### config.mk
export PLATFORM = sky130hd
export DESIGN_NAME = eth_bfm_port
export DESIGN_NICKNAME = d
export VERILOG_FILES = /design/src/rtl/eth_bfm_pkg.sv /design/src/rtl/eth_bfm_port.sv
export SDC_FILE = /design/constraint.sdc
export NUM_CORES = 1
export LEC_CHECK = 0
export BUFFER_PORTS_ARGS = -buffer_cell sky130_fd_sc_hd__clkbuf_2
export CAP_MARGIN = 30
export CORE_MARGIN = 3
export CORE_UTILIZATION = 44
export CTS_CLUSTER_DIAMETER = 60
export DETAILED_ROUTE_END_ITERATION = 6
export HOLD_SLACK_MARGIN = 0.15
export PLACE_DENSITY = 0.71
export SLEW_MARGIN = 40
export SYNTH_ARGS = -nofsm -noshare
export SYNTH_HDL_FRONTEND = slang
export SYNTH_SLANG_ARGS = --single-unit
### constraint.sdc
create_clock -name clk -period 2.72 [get_ports clk]
set_clock_uncertainty 0.05 [all_clocks]
set_input_delay 0.544 -clock clk [delete_from_list [all_inputs] [get_ports clk]]
set_output_delay 0.544 -clock clk [all_outputs]
set_load 0.05 [all_outputs]
### src/rtl/eth_bfm_pkg.sv
// Shared constants, state encodings and CRC helper for the GMII/MDIO PHY board model.
package eth_bfm_pkg;

    localparam logic [31:0] CRC32_POLY    = 32'hEDB8_8320;
    localparam logic [31:0] CRC32_INIT    = 32'hFFFF_FFFF;
    localparam logic [31:0] CRC32_RESIDUE = 32'hDEBB_20E3;
    localparam logic [7:0]  GMII_PREAMBLE = 8'h55;
    localparam logic [7:0]  GMII_SFD      = 8'hD5;
    localparam int unsigned MIN_FRAME_LEN = 64;
    localparam int unsigned MAX_PREAMBLE  = 7;
    localparam int unsigned LEN_W         = 11;
    localparam int unsigned MDIO_PRE_LEN  = 32;

    localparam logic [15:0] MDIO_REG0_RST = 16'h1140;
    localparam logic [15:0] MDIO_REG1_RST = 16'h796D;
    localparam logic [1:0]  MDIO_OP_READ  = 2'b10;
    localparam logic [1:0]  MDIO_OP_WRITE = 2'b01;

    typedef enum logic [1:0] {
        MON_IDLE,
        MON_PREAMBLE,
        MON_DATA
    } mon_state_t;

    typedef enum logic [2:0] {
        MDIO_PRE,
        MDIO_ST,
        MDIO_OP,
        MDIO_PHYAD,
        MDIO_REGAD,
        MDIO_TA,
        MDIO_DATA
    } mdio_state_t;

    // Reflected CRC-32, one byte LSB first.
    function automatic logic [31:0] crc32_byte(input logic [31:0] crc, input logic [7:0] data);
        logic [31:0] c;
        c = crc ^ {24'h00_0000, data};
        for (int unsigned k = 0; k < 8; k++) begin
            c = c[0] ? ((c >> 1) ^ CRC32_POLY) : (c >> 1);
        end
        return c;
    endfunction

endpackage

### src/rtl/eth_bfm_port.sv
// One PHY port: GMII loopback, transmit frame monitor and Clause-22 MDIO slave.
module eth_bfm_port
    import eth_bfm_pkg::*;
#(
    parameter logic [4:0]  PHY_ADDR = 5'd1,
    parameter logic [31:0] PHY_ID   = 32'h5000_0000
) (
    input  logic       clk,
    input  logic       arst_n,
    input  logic [7:0] txd,
    input  logic       txen,
    input  logic       txer,
    output logic [7:0] rxd,
    output logic       rxdv,
    output logic       rxer,
    input  logic       mdc_rise,
    input  logic       mdc_fall,
    input  logic       mdio_in,
    output logic       mdio_en,
    output logic       mdio_out,
    output logic       err_c
);

    localparam int unsigned NUM_REGS = 32;

    function automatic logic [15:0] reg_reset(input logic [4:0] addr);
        case (addr)
            5'd0:    return MDIO_REG0_RST;
            5'd1:    return MDIO_REG1_RST;
            5'd2:    return PHY_ID[31:16];
            5'd3:    return PHY_ID[15:0];
            default: return 16'h0000;
        endcase
    endfunction

    logic [7:0]       rxd_q, rxd_d;
    logic             rxdv_q, rxdv_d, rxer_q, rxer_d;
    mon_state_t       mon_state_q, mon_state_d;
    logic [2:0]       pre_cnt_q, pre_cnt_d;
    logic [31:0]      crc_q, crc_d;
    logic [LEN_W-1:0] len_q, len_d;

    mdio_state_t      mdio_state_q, mdio_state_d;
    logic [5:0]       mdio_pre_q, mdio_pre_d;
    logic [3:0]       bit_cnt_q, bit_cnt_d;
    logic [1:0]       op_q, op_d;
    logic [4:0]       phyad_q, phyad_d, regad_q, regad_d;
    logic [15:0]      wdata_q, wdata_d;
    logic             mdio_en_q, mdio_en_d, mdio_out_q, mdio_out_d;
    logic [15:0]      regs_q [NUM_REGS];
    logic [15:0]      regs_d [NUM_REGS];

    logic [15:0] rdata;
    logic        rd_match, wr_match;

    assign rxd      = rxd_q;
    assign rxdv     = rxdv_q;
    assign rxer     = rxer_q;
    assign mdio_en  = mdio_en_q;
    assign mdio_out = mdio_out_q;

    assign rdata    = regs_q[regad_q];
    assign rd_match = (op_q == MDIO_OP_READ)  && (phyad_q == PHY_ADDR);
    assign wr_match = (op_q == MDIO_OP_WRITE) && (phyad_q == PHY_ADDR);

    always_ff @(posedge clk or negedge arst_n) begin
        if (!arst_n) begin
            rxd_q        <= '0;
            rxdv_q       <= 1'b0;
            rxer_q       <= 1'b0;
            mon_state_q  <= MON_IDLE;
            pre_cnt_q    <= '0;
            crc_q        <= CRC32_INIT;
            len_q        <= '0;
            mdio_state_q <= MDIO_PRE;
            mdio_pre_q   <= '0;
            bit_cnt_q    <= '0;
            op_q         <= '0;
            phyad_q      <= '0;
            regad_q      <= '0;
            wdata_q      <= '0;
            mdio_en_q    <= 1'b0;
            mdio_out_q   <= 1'b1;
            for (int unsigned i = 0; i < NUM_REGS; i++) regs_q[i] <= reg_reset(5'(i));
        end else begin
            rxd_q        <= rxd_d;
            rxdv_q       <= rxdv_d;
            rxer_q       <= rxer_d;
            mon_state_q  <= mon_state_d;
            pre_cnt_q    <= pre_cnt_d;
            crc_q        <= crc_d;
            len_q        <= len_d;
            mdio_state_q <= mdio_state_d;
            mdio_pre_q   <= mdio_pre_d;
            bit_cnt_q    <= bit_cnt_d;
            op_q         <= op_d;
            phyad_q      <= phyad_d;
            regad_q      <= regad_d;
            wdata_q      <= wdata_d;
            mdio_en_q    <= mdio_en_d;
            mdio_out_q   <= mdio_out_d;
            regs_q       <= regs_d;
        end
    end

    // Loopback plus frame monitor; rxdv_q doubles as the previous txen for edge detection.
    always_comb begin
        rxd_d       = txd;
        rxdv_d      = txen;
        rxer_d      = txer;
        mon_state_d = mon_state_q;
        pre_cnt_d   = pre_cnt_q;
        crc_d       = crc_q;
        len_d       = len_q;
        err_c       = 1'b0;
        unique case (mon_state_q)
            MON_IDLE: begin
                if (txen && !rxdv_q) begin
                    if (txd == GMII_PREAMBLE) begin
                        mon_state_d = MON_PREAMBLE;
                        pre_cnt_d   = 3'd1;
                    end else begin
                        err_c = 1'b1;
                    end
                end
            end
            MON_PREAMBLE: begin
                if (!txen) begin
                    err_c       = 1'b1;
                    mon_state_d = MON_IDLE;
                end else if (txd == GMII_SFD) begin
                    mon_state_d = MON_DATA;
                    crc_d       = CRC32_INIT;
                    len_d       = '0;
                end else if (txd == GMII_PREAMBLE && pre_cnt_q < 3'(MAX_PREAMBLE)) begin
                    pre_cnt_d = pre_cnt_q + 3'd1;
                end else begin
                    err_c       = 1'b1;
                    mon_state_d = MON_IDLE;
                end
            end
            MON_DATA: begin
                if (txen) begin
                    crc_d = crc32_byte(crc_q, txd);
                    if (len_q != '1) len_d = len_q + LEN_W'(1);
                end else begin
                    mon_state_d = MON_IDLE;
                    if (crc_q != CRC32_RESIDUE || len_q < LEN_W'(MIN_FRAME_LEN)) err_c = 1'b1;
                end
            end
            default: mon_state_d = MON_IDLE;
        endcase
        if (txen && txer) err_c = 1'b1;
    end

    // MDIO slave: shift on mdc_rise, drive on mdc_fall.
    always_comb begin
        mdio_state_d = mdio_state_q;
        mdio_pre_d   = mdio_pre_q;
        bit_cnt_d    = bit_cnt_q;
        op_d         = op_q;
        phyad_d      = phyad_q;
        regad_d      = regad_q;
        wdata_d      = wdata_q;
        mdio_en_d    = mdio_en_q;
        mdio_out_d   = mdio_out_q;
        regs_d       = regs_q;
        if (mdc_rise) begin
            unique case (mdio_state_q)
                MDIO_PRE: begin
                    if (mdio_in) begin
                        if (mdio_pre_q < 6'(MDIO_PRE_LEN)) mdio_pre_d = mdio_pre_q + 6'd1;
                    end else if (mdio_pre_q == 6'(MDIO_PRE_LEN)) begin
                        mdio_state_d = MDIO_ST;
                    end else begin
                        mdio_pre_d = '0;
                    end
                end
                MDIO_ST: begin
                    mdio_pre_d = '0;
                    bit_cnt_d  = '0;
                    mdio_state_d = mdio_in ? MDIO_OP : MDIO_PRE;
                end
                MDIO_OP: begin
                    op_d      = {op_q[0], mdio_in};
                    bit_cnt_d = bit_cnt_q + 4'd1;
                    if (bit_cnt_q == 4'd1) begin
                        bit_cnt_d = '0;
                        if (op_d == MDIO_OP_READ || op_d == MDIO_OP_WRITE) mdio_state_d = MDIO_PHYAD;
                        else mdio_state_d = MDIO_PRE;
                    end
                end
                MDIO_PHYAD: begin
                    phyad_d   = {phyad_q[3:0], mdio_in};
                    bit_cnt_d = bit_cnt_q + 4'd1;
                    if (bit_cnt_q == 4'd4) begin
                        bit_cnt_d    = '0;
                        mdio_state_d = MDIO_REGAD;
                    end
                end
                MDIO_REGAD: begin
                    regad_d   = {regad_q[3:0], mdio_in};
                    bit_cnt_d = bit_cnt_q + 4'd1;
                    if (bit_cnt_q == 4'd4) begin
                        bit_cnt_d    = '0;
                        mdio_state_d = MDIO_TA;
                    end
                end
                MDIO_TA: begin
                    bit_cnt_d = bit_cnt_q + 4'd1;
                    if (bit_cnt_q == 4'd1) begin
                        bit_cnt_d    = '0;
                        mdio_state_d = MDIO_DATA;
                    end
                end
                MDIO_DATA: begin
                    wdata_d   = {wdata_q[14:0], mdio_in};
                    bit_cnt_d = bit_cnt_q + 4'd1;
                    if (bit_cnt_q == 4'd15) begin
                        bit_cnt_d    = '0;
                        mdio_state_d = MDIO_PRE;
                        if (wr_match) begin
                            if (regad_q == 5'd0) begin
                                if (wdata_d[15]) begin
                                    for (int unsigned i = 0; i < 4; i++) regs_d[i] = reg_reset(5'(i));
                                end else begin
                                    regs_d[0] = wdata_d;
                                end
                            end else if (regad_q > 5'd3) begin
                                regs_d[regad_q] = wdata_d;
                            end
                        end
                    end
                end
                default: mdio_state_d = MDIO_PRE;
            endcase
        end
        if (mdc_fall) begin
            mdio_en_d  = 1'b0;
            mdio_out_d = 1'b1;
            if (rd_match && mdio_state_q == MDIO_TA && bit_cnt_q == 4'd1) begin
                mdio_en_d  = 1'b1;
                mdio_out_d = 1'b0;
            end else if (rd_match && mdio_state_q == MDIO_DATA) begin
                mdio_en_d  = 1'b1;
                mdio_out_d = rdata[4'd15 - bit_cnt_q];
            end
        end
    end

endmodule

==> flow_summary.json <==
{
  "tightestPinTransition_ns": 0.7755,
  "setup_slack_ns": -0.4419,
  "yosysTopAreaCellShare": 0.4917,
  "die_w_um": 261.4,
  "path_clk_slew_ns": 0.06,
  "yosys_most_used_dff": "dfrtp_1",
  "yosys-top-cells-count": "dfrtp_1 (564), mux2_2 (499), mux4_2 (99), clkbuf_1 (87), nand2_1 (78)",
  "mappedNetlistNets": 2063,
  "cts_tree": "done",
  "fmax_mhz": 316.3,
  "multi_input_area_um2": 13560,
  "combPwrFrac": 0.266,
  "grt_max_degree": 139,
  "ant_nets": 0,
  "antennaDiodeCount": 0,
  "critPathKind": "reg -> out",
  "drc": 0,
  "clockPowerShare": 0.360,
  "timing.hold.ws_ns": 0.2899,
  "hold_end": "mdio_en$_DFFE_PN0P_",
  "dp_hpwl_um": 51190,
  "drt_iter0_markers": 1836,
  "min-delay-start": "mdc_fall",
  "synth_area_leaders": "dfrtp_1 (49%), mux2_2 (20%), mux4_2 (7.8%)",
  "critPathMaxFanout": 2,
  "grt_usage": 0.2486,
  "dieArea_um2": 68340,
  "clock-root-buffer": "clkbuf_16",
  "async_flop_share": 1.000,
  "drive_above_1_share": 0.4974,
  "chipHeight_um": 261.4,
  "area_growth_pct": 25.87,
  "r2r_cells": 10,
  "power.total_mw": 25.43,
  "synth_seq_cells": 612,
  "drt-total-wl_um": 84680,
  "final_area_um2": 36130,
  "core_um2": 64460,
  "finalHoldViolCount": 0,
  "rr_endpoint": "regs_q[392]$_DFFE_PN0P_",
  "hp-class": "in -> reg",
  "clk_latency_ns": 0.62,
  "vias_per_cell": 5.999,
  "start_kind": "register",
  "intPower_mw": 17.53,
  "r2r_start": "phyad_q[3]$_DFFE_PN0P_",
  "cts.sinks": 612,
  "io_pins": 28,
  "r2r_slack_ns": -0.39,
  "min_delay_path_depth": 2,
  "place_ws_ns": -0.5158,
  "rsz0062_at_grt": "yes",
  "ys_types": 85,
  "register_area_um2": 15380,
  "nets": 2307,
  "antenna_found_initial": 1,
  "netlist_area_um2": 28710,
  "fin_crit_sh": 1.162,
  "critPathSlowestCell": "dfstp_2",
  "port_buffers": 27,
  "start_util": 0.4453,
  "vias": 19150,
  "cts.path.max_buffers": 3,
  "syn_inst": 2041,
  "finalWorstPathRequiredPeriod_ns": 3.162,
  "p_sw_mw": 7.903,
  "cts_buffers": 66,
  "crit_family": "simple AND/OR/NAND/NOR gates",
  "required_ns": 2.13,
  "post_dp_cell_area_um2": 31370,
  "violations": "negative setup slack",
  "post_drt_wl_per_cell_um": 26.52,
  "swShare": 0.3108,
  "yosysMostFrequentCell": "dfrtp_1",
  "nFillCells": 4885,
  "slew_violations": 0,
  "synth_area_per_cell_um2": 14.06,
  "dr.pass1.iters": 6,
  "place_congestion": 0.9898,
  "cellPowerDensity_nw_per_um2": 703.8,
  "status": "complete, but fails checks",
  "overflow": 0,
  "ys_seq_area_frac": 0.5356,
  "path_cells": "or4b_4 > nor4_4 > nand4_1 > o221ai_2 > nand3_2 > buf_8",
  "synth_area_leader_cell": "dfrtp_1",
  "num_rows": 93,
  "synth-edff-count": 0,
  "grt_pass1_wl_um": 128400,
  "crit_buf_inv": 1,
  "p_seq_frac": 0.374,
  "max_cap_viol_count": 0,
  "ys_warn_count": 0,
  "setup-violations-final": 450,
  "relSlewSlack": 0.4830,
  "p_leak_nw": 16.71,
  "ir_worst_vdd_mv": 0.4483,
  "cp_slowest_stage_delay_ns": 0.53,
  "cp-end-kind": "output pin",
  "grt_pass1_vias": 20440,
  "htree_levels": 3,
  "cp.arrival_ns": 2.57
}
[per-layer routing]
layer / track usage / up-vias / part of all wire
met4: 0.1099 / 2 / 0.045
met1: 0.3243 / 10090 / 0.40
met5: 0 / - / 0.00015
met3: 0.04642 / 250 / 0.072
met2: 0.4067 / 831 / 0.48
li1: - / 7979 / -
[area by class of cell]
cell class,count,share of cell area
Inverter,19,0.001974
Timing Repair Buffer,330,0.1059
Sequential cell,612,0.4258
Clock buffer,91,0.05364
Tap cell,855,0.02961
Multi-Input combinational cell,1256,0.3753
Clock inverter,30,0.007757
[worst reg2reg max path: stages (launching register included)]
cell and delay [ns]:
dfrtp_1 0.38, or4b_4 0.55, or4_4 0.48, buf_6 0.15
nor3_4 0.22, nand3_4 0.14, buf_12 0.16, buf_8 0.12
nor2_4 0.19, clkbuf_16 0.23, mux2_4 0.31
[state kept, by name, summed over array words and instances, names as in the netlist]
register and cells:
rxdv 1, mon_state_q 2, mdio_out 1, mdio_pre_q 6, bit_cnt_q 4, mdio_state_q 3, rxd 8, op_q 2
regs_q 512, wdata_q 15, phyad_q 5, len_q 11, mdio_en 1, crc_q 32, rxer 1, pre_cnt_q 3
regad_q 5
[stage by stage]
stage,setup TNS [ns],utilization,instances
after floorplan,0,-,2041
after global placement,-38.58,0.4866,2988
after detailed placement,-62.65,0.4867,2988
after CTS,-126.59,0.5515,3180
after global routing,-113.45,0.5605,3193
final,-89.34,0.5605,3193
[how the worst max path moves through the flow]
| stage | cells after the start | start | to | slack, ns |
|---|---|---|---|---|
| finish | 6 | crc_q[6]$_DFFE_PN1P_ | err_c | -0.44 |
| global route | 6 | crc_q[6]$_DFFE_PN1P_ | err_c | -0.56 |
| CTS | 6 | crc_q[23]$_DFFE_PN1P_ | err_c | -0.57 |
| detailed placement | 9 | regad_q[0]$_DFFE_PN0P_ | mdio_out$_DFFE_PN1P_ | -0.52 |
| global placement | 9 | regad_q[0]$_DFFE_PN0P_ | mdio_out$_DFFE_PN1P_ | -0.49 |
| floorplan | 8 | regad_q[1]$_DFFE_PN0P_ | regs_q[149]$_DFFE_PN0P_ | 0.0003 |
[placed cells by master, fill, tap and decap left out, drive strengths merged, types with 11 or more instances in the layout]
cell type	instances
o21ai	42
xnor2	58
buf	287
inv	24
a22oi	24
dfrtp	564
nand3	26
nand2	92
clkbuf	122
dfstp	48
mux4	99
xor2	19
clkinv	19
nor3	18
dlygate4sd3	11
mux2i	46
and2	40
nand2b	23
nor2	55
mux2	499
nor4	14
o22a	34
a21oi	18
[power groups by stage]
| stage | logic, mW | registers [mW] | clock network (mW) |
|---|---|---|---|
| floorplan | 3.43 | 9.58 | 0 |
| global placement | 5.71 | 9.72 | 0 |
| detailed placement | 5.79 | 9.73 | 0 |
| CTS | 6.47 | 9.49 | 9.26 |
| global route | 7.09 | 9.52 | 9.63 |
| finish | 6.76 | 9.51 | 9.16 |
[cells by family after synthesis]
kind of cell | Yosys count | share of synthesized area
flip-flops | 612 | 0.5356
adder cells (fa/ha/maj) | 7 | 0.003051
buffers and inverters | 175 | 0.03260
multiplexers | 644 | 0.2895
XOR/XNOR | 77 | 0.02349
AND/OR/NAND/NOR | 338 | 0.06882
AO/OA/AOI/OAI | 188 | 0.04699
[repair_timing]
action / in CTS / in global routing
gates resized for setup: 210 / 131
hold buffers: 11 / 0
cloned: 22 / 3
setup buffers: 42 / 21
pin swaps: 31 / 27
endpoints found under the setup margin: 447 / 504
endpoints found under the hold margin: 119 / 0
(Power assumes the default switching activity.)
